===== config.mk =====
export PLATFORM = sky130hd
export DESIGN_NAME = alarm_clock
export DESIGN_NICKNAME = d
export VERILOG_FILES = /design/src/rtl/alarm_clock.sv
export SDC_FILE = /design/constraint.sdc
export NUM_CORES = 1
export LEC_CHECK = 0
export ABC_AREA = 1
export CAP_MARGIN = 10
export CELL_PAD_IN_SITES_DETAIL_PLACEMENT = 0
export CELL_PAD_IN_SITES_GLOBAL_PLACEMENT = 2
export CORE_ASPECT_RATIO = 1.75
export CORE_UTILIZATION = 31
export DETAILED_ROUTE_END_ITERATION = 16
export GPL_TIMING_DRIVEN = 0
export PLACE_DENSITY = 0.89
export SLEW_MARGIN = 20
export SYNTH_ARGS = -nofsm -noshare
export SYNTH_HDL_FRONTEND = slang
export SYNTH_SLANG_ARGS = --single-unit

===== constraint.sdc =====
create_clock -name clk -period 2.4 [get_ports clk]
set_input_delay 0.6 -clock clk [delete_from_list [all_inputs] [get_ports clk]]
set_output_delay 0.6 -clock clk [all_outputs]
set_load 0.005 [all_outputs]

===== src/rtl/alarm_clock.sv =====
// alarm_clock: 24-hour BCD HH:MM clock with a one-shot, duration-limited alarm.
module alarm_clock #(
  parameter int CYCLES_PER_MIN = 60000
) (
  input  logic        clk,
  input  logic        reset,
  input  logic [15:0] set_Clock,
  input  logic [15:0] set_Alarm,
  input  logic        off_Alarm,
  input  logic [3:0]  dur_Alarm,
  output logic [15:0] Clock,
  output logic        Alarm
);
  localparam int PW = $clog2(CYCLES_PER_MIN + 1);
  logic [PW-1:0] r_pre;
  logic [15:0]   r_clock, r_al_time;
  logic [3:0]    r_dur, r_act_dur, r_ring;
  logic          r_armed, r_alarm;
  logic [15:0]   w_next;
  logic [3:0]    w_dur_eff;
  logic          w_tick, w_load_clk, w_load_al, w_trig;
  function automatic logic valid_time(input logic [15:0] t);
    return t[15:8] <= 8'h23 && t[11:8] <= 4'd9 && t[7:4] <= 4'd5 && t[3:0] <= 4'd9;
  endfunction
  assign w_tick     = r_pre == PW'(CYCLES_PER_MIN - 1);
  assign w_load_clk = set_Clock != 16'h0000 && valid_time(set_Clock);
  assign w_load_al  = set_Alarm[15] && valid_time({1'b0, set_Alarm[14:0]});
  assign w_trig     = r_armed && r_clock == r_al_time && !r_alarm;
  assign w_dur_eff  = r_act_dur == 4'd0 ? 4'd1 : r_act_dur;
  always_comb begin
    w_next = r_clock;
    if (r_clock[3:0] != 4'd9) w_next[3:0] = r_clock[3:0] + 4'd1;
    else begin
      w_next[3:0] = 4'd0;
      if (r_clock[7:4] != 4'd5) w_next[7:4] = r_clock[7:4] + 4'd1;
      else begin
        w_next[7:4] = 4'd0;
        if (r_clock[15:8] == 8'h23) w_next[15:8] = 8'h00;
        else if (r_clock[11:8] == 4'd9) w_next[15:8] = {r_clock[15:12] + 4'd1, 4'd0};
        else w_next[11:8] = r_clock[11:8] + 4'd1;
      end
    end
  end
  // The duration is snapshotted at trigger so a re-arm during a ring cannot shorten or extend it.
  always_ff @(posedge clk or posedge reset) begin
    if (reset) begin
      r_pre     <= '0;
      r_clock   <= 16'h0000;
      r_al_time <= 16'h0000;
      r_dur     <= 4'd0;
      r_act_dur <= 4'd0;
      r_ring    <= 4'd0;
      r_armed   <= 1'b0;
      r_alarm   <= 1'b0;
    end else begin
      r_pre <= (w_load_clk || w_tick) ? '0 : r_pre + PW'(1);
      if (w_load_clk) r_clock <= set_Clock;
      else if (w_tick) r_clock <= w_next;
      if (off_Alarm) begin
        r_alarm <= 1'b0;
        r_armed <= 1'b0;
      end else begin
        if (w_load_al) begin
          r_al_time <= {1'b0, set_Alarm[14:0]};
          r_dur     <= dur_Alarm;
        end
        r_armed <= w_load_al ? 1'b1 : (w_trig ? 1'b0 : r_armed);
        if (w_trig) begin
          r_alarm   <= 1'b1;
          r_ring    <= 4'd0;
          r_act_dur <= r_dur;
        end else if (r_alarm && w_tick) begin
          r_ring <= r_ring + 4'd1;
          if (r_ring + 4'd1 >= w_dur_eff) r_alarm <= 1'b0;
        end
      end
    end
  end
  assign Clock = r_clock;
  assign Alarm = r_alarm;
endmodule


## Yosys cells after proc, flatten, opt, wreduce, memory -nomap -nowiden

Index checks and enable logic that the tools add are counted.

- Logic and storage cells: 83
- Input bits: 39
- Output and inout port bits: 17
- Flip-flop bits (word level): 61

- Bitwise gates (word level): 1
- Multiplexer cells: 20
- Magnitude comparators: 9
- Reduce and logical (&&, ||, !) cells: 28
- Add/sub/neg operators: 6
- Eq/ne operators: 8

Operator list:

| operator | count |
|---|---|
| $mux W16 | 3 |
| $mux W4 | 7 |
| $add A4 B1 Y4 const B | 5 |
| $add A16 B1 Y16 const B | 1 |
| $eq A16 B15 Y1 | 1 |
| $eq A16 B16 Y1 const B | 1 |
| $le A4 B4 Y1 const B | 4 |
| $mux W8 | 2 |
| $reduce_bool A16 Y1 | 1 |
| $mux W12 | 1 |
| $reduce_bool A3 Y1 | 4 |
| $logic_and A1 B1 Y1 | 11 |
| $reduce_and A2 Y1 | 5 |
| $eq A8 B6 Y1 const B | 1 |
| $le A4 B3 Y1 const B | 2 |
| $le A8 B6 Y1 const B | 1 |
| $le A7 B6 Y1 const B | 1 |
| $mux W1 | 7 |
| $eq A4 B4 Y1 const B | 1 |
| $ge A4 B4 Y1 | 1 |
| $logic_not A4 Y1 | 1 |
| $ne A2 B2 Y1 const B | 2 |
| $ne A4 B3 Y1 const B | 1 |
| $ne A4 B4 Y1 const B | 1 |
| 6 further kinds | 7 |

## Logic depth before layout (Yosys ltp)

Gate-level depths: netlist (run 1).

- Word-level depth: 7
- Mapped depth: 11
- Depth with buffers taken out: 11

## Worst setup path after synthesis (run 1)

No wires, ideal clock.

- Path type: in2reg
- From: input set_Clock[1]
- To: register r_clock[0], in the netlist Clock[0]
- Data arrival time: 1516 ps
- Library setup time: 120 ps
- Data required time: 2280 ps
- Slack: 764 ps
- Buffers on the path: 2
- Stages on the path: 9
- Cell sequence: or2_0 > nor2_1 > nand2_1 > nand3_2 > buf_6 > buf_6 > nand3_1 > o21ai_0 > inv_1

- Word-level cells in the longest chain between the ends: 4
- Elaborated cells on any way between the ends: 6
- Classes of those cells: 1 x order compare; 1 x mux; 4 x reduce/logical

Ends and longest elaborated chain:

| item | RTL line | source |
|---|---|---|
| start: declaration | 7 | `input logic [15:0] set_Clock,` |
| $le A4 B4 Y1 | 23 | `return t[15:8] <= 8'h23 && t[11:8] <= 4'd9 && t[7:4] <= 4'd5 && t[3:0] <= 4'd9;` |
| $logic_and A1 B1 Y1 | 23 |  |
| $logic_and A1 B1 Y1 (*) | 26 | `assign w_load_clk = set_Clock != 16'h0000 && valid_time(set_Clock);` |
| $mux W16 or $reduce_bool A2 Y1 (tied branches) | -- |  |
| end signal: assignment | 57 | `if (w_load_clk) r_clock <= set_Clock;` |
| end signal: assignment | 58 | `else if (w_tick) r_clock <= w_next;` |
| end: declaration | 16 | `logic [15:0] r_clock, r_al_time;` |

Every way passes the cells marked *; elsewhere a longest branch is shown, timed or not.
A chain may end at the register's enable or synchronous reset.

## Final worst setup path (run 1)

- From: register r_clock[13], in the netlist Clock[13]
- To: output Clock[13]

RTL lines:

| item | RTL line | source |
|---|---|---|
| end: declaration | 11 | `output logic [15:0] Clock,` |

No word-level cell between the ends.

==> results.sh, run 1 <==
export IMPL_outcome="finished, violations left"
export IMPL_failed_checks="DRC"
export IMPL_worstReg2RegStart="r_pre[0]$_DFF_PP0_"
export IMPL_arrival_ps=1420
export IMPL_num_antenna_cells=0
export IMPL_synth_xor_area_share_pct=6.44
export IMPL_synthAdderAreaFrac_pct=3.40
export IMPL_whs_ps=467
export IMPL_max_slew_margin_pct=61.8
export IMPL_postSynthCellCount=496
export IMPL_crit_buf_inv=1
export IMPL_coreArea_um2=11600
export IMPL_crit_start="Clock[13]$_DFFE_PP0P_"
export IMPL_r2r_end="r_pre[14]$_DFF_PP0_"
export IMPL_synth_area_leader_cell="dfrtp_1"
export IMPL_netlist_top_cells_area="dfrtp_1 42%, nand2_1 15%, nor2_1 7.0%, xor2_1 5.7%, inv_1 5.2%"
export IMPL_cap_violations=0
export IMPL_cts_buffer_depth=2
export IMPL_worstPathCellList="clkdlybuf4s50_1"
export IMPL_synth_edf_count=0
export IMPL_hp_class="flip-flop to flip-flop"
export IMPL_dpl_cell_area_um2=4420
export IMPL_crit_type="flip-flop to output port"
export IMPL_grt_pass1_wl_um=16400
export IMPL_synth_compound_area_share_pct=6.81
export IMPL_insertion_delay_ps=330
export IMPL_cts_inserted_buffers=9
export IMPL_min_period_ps=2020
export IMPL_hpwl_um=7820
export IMPL_worstSetupEndpoint="Clock[13]"
export IMPL_reg2reg_slack_ps=620
export IMPL_area_growth_pct=28.2
export IMPL_skew_ps=5.41
export IMPL_antenna_found_initial=0
export IMPL_power_density_nw_per_um2=759
export IMPL_ys_ff_latch=61
export IMPL_die_height_um=146
export IMPL_gp_congestion=0.835
export IMPL_yosys_cell_types_count=37
export IMPL_htreeDepth=3
export IMPL_die_area_um2=12300
export IMPL_maxSlewViolCount=0
export IMPL_hold_viol=0
export IMPL_cp_depth=1
export IMPL_grt_overflow=0
export IMPL_grt_pass1_vias=3536
export IMPL_post_drt_wl_per_cell_um=14.1
export IMPL_cts_tree="yes"
export IMPL_crit_family="buffers and inverters"
export IMPL_fp_row_count=52
export IMPL_ant_nets=0
export IMPL_required_ps=1800
export IMPL_ir_drop_mv=0.460
export IMPL_numPortBuffers=55
export IMPL_synthMuxAreaShare_pct=0
export IMPL_min_period_over_period_pct=84.0
export IMPL_final_nets=612
export IMPL_p_leak_uw=0.00231
export IMPL_rr_worst_depth=7
export IMPL_clock_sinks=61
export IMPL_fp_dieW_um=84.3
export IMPL_async_reset_ff_share_pct=100
export IMPL_yosysMostFrequentCell="nand2_1"
export IMPL_ys_flop_type="dfrtp_1"
export IMPL_viasPerCell=4.78
export IMPL_rsz0062_at_grt="no"
export IMPL_clock_root_buffer="clkbuf_16"
export IMPL_synth_fp_nets=545
export IMPL_vias=3359
export IMPL_start_util_pct=31.7
export IMPL_cp_end_kind="output port"
export IMPL_yosys_area_share_simple_pct=34.2
export IMPL_grt_use_total_pct=17.4
export IMPL_synth_area_per_cell_um2=7.41
export IMPL_firstDrtPassIters=11
export IMPL_seq_area_frac_synth_pct=41.5
export IMPL_critical_path_slowest_cell="clkdlybuf4s50_1"
export IMPL_io_pins=56
export IMPL_synth_top_cell_area_share_pct=41.5
export IMPL_worstMarginPinSlew_ps=568
export IMPL_postCtsHoldBufs=0
export IMPL_max_freq_mhz=496
export IMPL_synthTopCellsByCount="151 x nand2_1, 69 x nor2_1, 61 x dfrtp_1"
export IMPL_final_layout_size_suffix_gt1_share_pct=7.39
export IMPL_grt_max_degree=33
export IMPL_synth_top_family_by_area="simple AND/OR/NAND/NOR gates"
export IMPL_syn_cell_area_um2=3670
export IMPL_yosysWarnings=0
export IMPL_stdcell_area_um2=4710
export IMPL_cp_start_kind="flip-flop"
export IMPL_drt_iter0_drc=121
export IMPL_clk_pin_slew_ps=50
export IMPL_cp_max_fo=8
export IMPL_slowest_delay_ps=570
export IMPL_setup_viol=0
export IMPL_cts_setup_buffers=0
export IMPL_drc=6
export IMPL_drt_total_wl_um=9900
export IMPL_cts_resized=0
[registers in the layout (all words and copies together) (netlist names)]
signal,flops
r_ring,4
r_pre,16
r_armed,1
r_al_time,15
r_dur,4
Clock,16
r_act_dur,4
Alarm,1
[metrics by stage]
| stage | instances | setup TNS [ps] | setup slack (ps) | total power [µW] | utilization, % |
|---|---|---|---|---|---|
| after detailed placement | 687 | -7.92 | -4.36 | 2330 | 38.1 |
| after global placement | 686 | -54640 | -897 | 2300 | 37.9 |
| after global routing | 703 | 0 | 219 | 3810 | 40.7 |
| after floorplan | 496 | 0 | 287 | 1970 | - |
| after CTS | 703 | 0 | 341 | 3630 | 40.7 |
| final | 703 | 0 | 383 | 3580 | 40.7 |
[worst min-delay path by stage]
stage	startpoint	to	depth (start not counted)
2_1_floorplan	r_pre[0]$_DFF_PP0_	r_pre[0]$_DFF_PP0_	1
3_3_place_gp	r_pre[0]$_DFF_PP0_	r_pre[0]$_DFF_PP0_	1
3_5_place_dp	r_pre[0]$_DFF_PP0_	r_pre[0]$_DFF_PP0_	1
4_1_cts	r_pre[0]$_DFF_PP0_	r_pre[0]$_DFF_PP0_	1
5_1_grt	r_pre[0]$_DFF_PP0_	r_pre[0]$_DFF_PP0_	1
6_report	r_pre[0]$_DFF_PP0_	r_pre[0]$_DFF_PP0_	1
[metal layers]
layer	vias to the layer above	wire [µm]	track usage (%)	part of all wire [%]
li1	1719	-	-	-
met1	1558	3690	17.8	37
met2	63	5610	33.5	57
met3	19	330	2.94	3.3
met4	0	267	8.19	2.7
met5	-	0	0	0
[cell type report]
cell class,count,area [µm²]
Clock buffer,12,246
Fill cell,1222,6870
Multi-Input combinational cell,371,1870
Tap cell,135,169
Clock inverter,4,47.5
Inverter,54,205
Sequential cell,61,1530
Timing Repair Buffer,56,571
Buffer,10,77.6
[kinds of logic after synthesis]
| logic type | count (synthesis) |
|---|---|
| AO/OA/AOI/OAI | 44 |
| XOR/XNOR | 27 |
| flip-flops | 61 |
| AND/OR/NAND/NOR | 290 |
| adder cells (fa/ha/maj) | 10 |
| buffers and inverters | 64 |
[placed cells by master (no fill, tap or decap), types with 2 or more instances in the layout]
cell / count
xor2_1: 24
o21ai_1: 4
o21ai_0: 20
buf_6: 4
clkdlybuf4s50_1: 55
nor2_1: 69
o211ai_1: 3
nand2_1: 151
nor3_2: 3
clkbuf_16: 9
nor3_1: 6
inv_1: 50
ha_1: 10
nor2_2: 4
nor4_1: 2
nand4_1: 12
clkinv_2: 2
inv_2: 3
a211oi_1: 2
nand3_2: 2
xnor2_1: 3
clkbuf_1: 4
nand3_1: 32
a21oi_1: 9
dfrtp_1: 61
buf_4: 2
nand3b_1: 4
[power by group]
part | leakage (µW) | internal [µW] | switching, µW | total (µW)
Clock | 0.000143 | 828 | 446 | 1270
Sequential | 0.000789 | 1210 | 206 | 1410
Combinational | 0.00138 | 419 | 472 | 891
(Power assumes the default switching activity.)
==> run 2, diff against run 1 <==
CORE_UTILIZATION = 28   (was 31)
PLACE_DENSITY = 0.85   (was 0.89)
clock period = 1.76 ns   (was 2.4 ns; I/O delays follow)
==> results.sh, run 2 (synthesized netlist as in run 1, its figures left out) <==
export IMPL_outcome="finished clean"
export IMPL_final_layout_size_suffix_gt1_share_pct=17.9
export IMPL_firstDrtPassIters=4
export IMPL_cp_max_fo=5
export IMPL_gp_congestion=0.887
export IMPL_use_met2_pct=30.4
export IMPL_crit_type="flip-flop to output port"
export IMPL_arrival_ps=1290
export IMPL_fin_ws_ps=29.5
export IMPL_min_period_over_period_pct=98.3
export IMPL_setup_viol=0
export IMPL_viasPerCell=4.59
export IMPL_htreeDepth=3
export IMPL_clock_root_buffer="clkbuf_16"
export IMPL_cp_end_kind="output port"
export IMPL_cp_start_kind="flip-flop"
export IMPL_die_height_um=154
export IMPL_worstMarginPinSlew_ps=367
export IMPL_layout_common_cells="146 x nand2_1, 61 x nor2_1, 47 x dfrtp_1, 47 x inv_1, 39 x clkdlybuf4s50_1"
export IMPL_final_nets=637
export IMPL_cts_buffer_depth=2
export IMPL_postCtsHoldBufs=0
export IMPL_p_leak_uw=0.00262
export IMPL_min_period_ps=1730
export IMPL_hp_class="primary input to asynchronous set/reset pin"
export IMPL_cap_violations=0
export IMPL_antenna_found_initial=0
export IMPL_ant_nets=0
export IMPL_numPortBuffers=55
export IMPL_clk_pin_slew_ps=50
export IMPL_max_freq_mhz=578
export IMPL_critical_path_slowest_cell="clkdlybuf4s50_1"
export IMPL_clock_sinks=61
export IMPL_grt_met1_usage_pct=17.2
export IMPL_maxSlewViolCount=0
export IMPL_cts_tree="yes"
export IMPL_drt_iter0_drc=170
export IMPL_grt_max_degree=28
export IMPL_fp_dieW_um=88.6
export IMPL_post_drt_wl_per_cell_um=13.9
export IMPL_crit_buf_inv=1
export IMPL_power_uw=5150
export IMPL_area_growth_pct=42.8
export IMPL_power_density_nw_per_um2=981
export IMPL_max_slew_margin_pct=75.4
export IMPL_fp_row_count=55
export IMPL_fillers=1337
export IMPL_busiest_layer="met2"
export IMPL_grt_pass1_vias=3394
export IMPL_drc=0
export IMPL_final_common_cell="nand2_1"
export IMPL_ir_drop_mv=0.408
export IMPL_skew_ps=6.10
export IMPL_crit_family="buffers and inverters"
export IMPL_grt_use_total_pct=16.1
export IMPL_reg2reg_slack_ps=60
export IMPL_rsz0062_at_grt="yes"
export IMPL_die_area_um2=13600
export IMPL_start_util_pct=28.6
export IMPL_grt_pass1_wl_um=16500
export IMPL_hpwl_um=8050
export IMPL_vias=3507
export IMPL_crit_start="Clock[5]$_DFFE_PP0P_"
export IMPL_insertion_delay_ps=320
export IMPL_io_pins=56
export IMPL_coreArea_um2=12900
export IMPL_final_core_utilization_pct=40.8
export IMPL_slowest_delay_ps=520
export IMPL_place_worst_setup_slack_ps=-482
export IMPL_hold_viol=0
export IMPL_grt_overflow=0
export IMPL_worstReg2RegStart="r_pre[0]$_DFF_PP0_"
export IMPL_worstPathCellList="clkdlybuf4s50_1"
export IMPL_num_antenna_cells=0
export IMPL_drt_total_wl_um=10600
export IMPL_cts_inserted_buffers=9
export IMPL_required_ps=1320
export IMPL_grtUsageMet3_pct=2.79
[run 2: timing repair]
item / CTS / global route
pin swaps: 2 / 19
setup buffers: 3 / 18
gates cloned: 0 / 3
resized for setup: 19 / 58
setup endpoints to repair: 41 / 57
[run 2: power breakdown]
part / internal [µW] / switching (µW) / leakage (µW)
sequential: 1660 / 270 / 0.000772
clock: 1230 / 610 / 0.000153
combinational: 664 / 716 / 0.00170
total: 3550 / 1590 / 0.00262
[run 2: final cells by class]
class	count	area [µm²]	share of cell area [%]
buffer	10	93.8	1.79
clock buffer	11	233	4.44
clock inverter	5	75.1	1.43
inverter	54	209	3.98
multi-input combinational	371	2000	38.0
sequential	61	1540	29.4
tap	171	214	4.08
timing repair buffer	81	882	16.8
[run 2: worst paths after layout]
| path | endpoint | cells after the start |
|---|---|---|
| worst max-delay path | Clock[5] | 1 |
| worst min-delay path | r_pre[2]$_DFF_PP0_ | 2 |
| worst max register to register | Clock[13]$_DFFE_PP0P_ | 8 |
| worst min register to register | r_act_dur[1]$_DFFE_PP0P_ | 2 |
| max in group asynchronous | Clock[12]$_DFFE_PP0P_ | 4 |
| min in group clk | Clock[4]$_DFFE_PP0P_ | 3 |
[run 2: routing by layer]
layer  vias to the layer above  routed length [µm]
li1                       1770                   -
met5                         -                   0
met1                      1662                4040
met2                        61                5990
met4                         0                 245
met3                        14                 319
[run 2: metrics by stage]
step | cells | setup TNS, ps | hold WS [ps] | instance area [µm²]
CTS | 743 | 0 | 418 | 4860
floorplan | 496 | 0 | 431 | 3680
global route | 764 | -405 | 406 | 5250
global placement | 722 | -28970 | 450 | 4440
finish | 764 | 0 | 418 | 5250
detailed placement | 724 | -18520 | 460 | 4490
==> run 3, diff against run 2 <==
CORE_UTILIZATION = 33   (was 28)
DONT_BUFFER_PORTS = 1   (was unset)
==> results.sh, run 3 (synthesized netlist as in run 1, its figures left out) <==
export IMPL_min_period_ps=1630
export IMPL_cp_end_kind="flip-flop"
export IMPL_setup_viol=0
export IMPL_drt_total_wl_um=9870
export IMPL_fin_ws_ps=126
export IMPL_final_common_cell="nand2_1"
export IMPL_io_pins=56
export IMPL_hold_viol=0
export IMPL_num_antenna_cells=0
export IMPL_p_switching_uw=1580
export IMPL_power_uw=4610
export IMPL_coreArea_um2=10800
export IMPL_place_worst_setup_slack_ps=-51.0
export IMPL_insertion_delay_ps=340
export IMPL_switching_share_pct=34.3
export IMPL_crit_start="r_pre[0]$_DFF_PP0_"
export IMPL_maxSlewViolCount=0
export IMPL_grt_pass1_vias=3393
export IMPL_htreeDepth=3
export IMPL_area_growth_pct=16.9
export IMPL_numPortBuffers=0
export IMPL_grt_pass1_wl_um=16300
export IMPL_antenna_found_initial=0
export IMPL_arrival_ps=1900
export IMPL_pwr_share_comb_pct=24.0
export IMPL_fp_dieW_um=81.8
export IMPL_clk_pin_slew_ps=50
export IMPL_drc=0
export IMPL_highest_layer="met4"
export IMPL_cp_start_kind="flip-flop"
export IMPL_final_nets=562
export IMPL_critical_path_slowest_cell="dfrtp_1"
export IMPL_clock_sinks=61
export IMPL_wl_met3_um=308
export IMPL_worstReg2RegStart="r_pre[0]$_DFF_PP0_"
export IMPL_crit_type="flip-flop to flip-flop"
export IMPL_die_height_um=142
export IMPL_die_area_um2=11600
export IMPL_min_period_over_period_pct=92.8
export IMPL_required_ps=2030
export IMPL_grt_max_degree=33
export IMPL_grt_overflow=0
export IMPL_drt_iter0_drc=121
export IMPL_viasPerCell=4.87
export IMPL_grt_use_total_pct=19.2
export IMPL_p_leak_uw=0.00212
export IMPL_cts_tree="yes"
export IMPL_post_drt_wl_per_cell_um=15.3
export IMPL_m1WireLength_um=3580
export IMPL_cap_violations=0
export IMPL_cts_buffer_depth=2
export IMPL_pwr_share_seq_pct=42.8
export IMPL_gp_congestion=0.820
export IMPL_routed_wl_met2_um=5770
export IMPL_hpwl_um=7690
export IMPL_hp_class="primary input to asynchronous set/reset pin"
export IMPL_ant_nets=0
export IMPL_layout_common_cells="149 x nand2_1, 64 x nor2_1, 55 x dfrtp_1"
export IMPL_worstPathCellList="ha_4, nand2_4, nor2_4, nand4_4, o21ai_4, buf_6, nand3_1, nand2_1"
export IMPL_power_density_nw_per_um2=1070
export IMPL_cp_max_fo=10
export IMPL_worstMarginPinSlew_ps=716
export IMPL_firstDrtPassIters=4
export IMPL_cts_inserted_buffers=9
export IMPL_power_internal_uw=3030
export IMPL_outcome="finished clean"
export IMPL_clockPowerShare_pct=33.3
export IMPL_final_layout_size_suffix_gt1_share_pct=13.2
export IMPL_start_util_pct=34.2
export IMPL_slowest_delay_ps=400
export IMPL_fp_row_count=50
export IMPL_clock_root_buffer="clkbuf_16"
export IMPL_ir_drop_mv=0.580
export IMPL_max_slew_margin_pct=52.2
export IMPL_max_freq_mhz=612
export IMPL_whs_ps=84.3
export IMPL_fin_tns_setup_ps=0
export IMPL_vias=3148
export IMPL_skew_ps=7.46
==> run 3: cell count changes in the layout (fill, tap and decap cells not counted), moves of 5 or more <==
cell	change
clkdlybuf4s50_1	-39
dfrtp_1	+8
buf_4	-13
dfrtp_2	-8
dlymetal6s2s_1	-15
nor2_2	-5
==> run 3: path summary, 6_finish.rpt <==
| path | end | cells after the start | slack [ps] |
|---|---|---|---|
| min in group clk | r_al_time[4]$_DFFE_PP0P_ | 2 | 220 |
| max in group asynchronous | r_pre[9]$_DFF_PP0_ | 2 | 1080 |
| max reg2reg | Clock[13]$_DFFE_PP0P_ | 8 | 130 |
| min reg2reg | r_act_dur[2]$_DFFE_PP0P_ | 2 | 470 |
| min | r_pre[3]$_DFF_PP0_ | 1 | 80 |
| max | Clock[13]$_DFFE_PP0P_ | 8 | 130 |
==> run 3: per-stage QoR <==
stage	utilization (%)	cells	area, µm²
final	39.9	646	4290
after floorplan	-	496	3680
after global placement	35.7	626	3840
after CTS	38.4	641	4130
after detailed placement	35.9	627	3860
after global routing	39.9	646	4290
==> run 3: cell type report <==
cell class              count  area [µm²]
plain buffers              10        77.6
clock buffers              11         233
clock inverters             3        15.0
fillers                  1170        6470
inverters                  54         206
multi-input cells         371        2000
flip-flops and latches     61        1530
well taps                 130         163
repair buffers              6        61.3
==> run 3: what timing repair did <==
| item | in CTS | in global routing |
|---|---|---|
| setup endpoints to repair | 11 | 36 |
| hold buffers | 0 | 0 |
| hold endpoints to repair | 0 | 0 |
| pin swaps | 0 | 8 |
| setup buffers | 0 | 5 |
| cloned | 0 | 0 |
| gates resized for setup | 6 | 32 |
==> run 3: per-layer routing <==
metal | up-vias | GRT usage (%)
met1 | 1472 | 19.3
met3 | 14 | 4.50
met2 | 43 | 35.9
met4 | 0 | 8.40
met5 | - | 0
li1 | 1619 | -
==> run 3: critical path: cells and delay by family (launching register included) <==
kind	cells	cell delay, ps
AOI/OAI and AO/OA	1	240
adders and majority gates	1	170
DFF	1	400
buffers and inverters	1	170
and+or+nand+nor	5	590
==> run 3: power by group through the flow <==
stage / clock network [µW] / logic [µW] / registers (µW)
5_1_grt: 1610 / 1280 / 2010
6_report: 1530 / 1100 / 1970
2_1_floorplan: 0 / 821 / 1860
3_5_place_dp: 0 / 997 / 1970
3_3_place_gp: 0 / 977 / 1970
4_1_cts: 1570 / 1010 / 1950
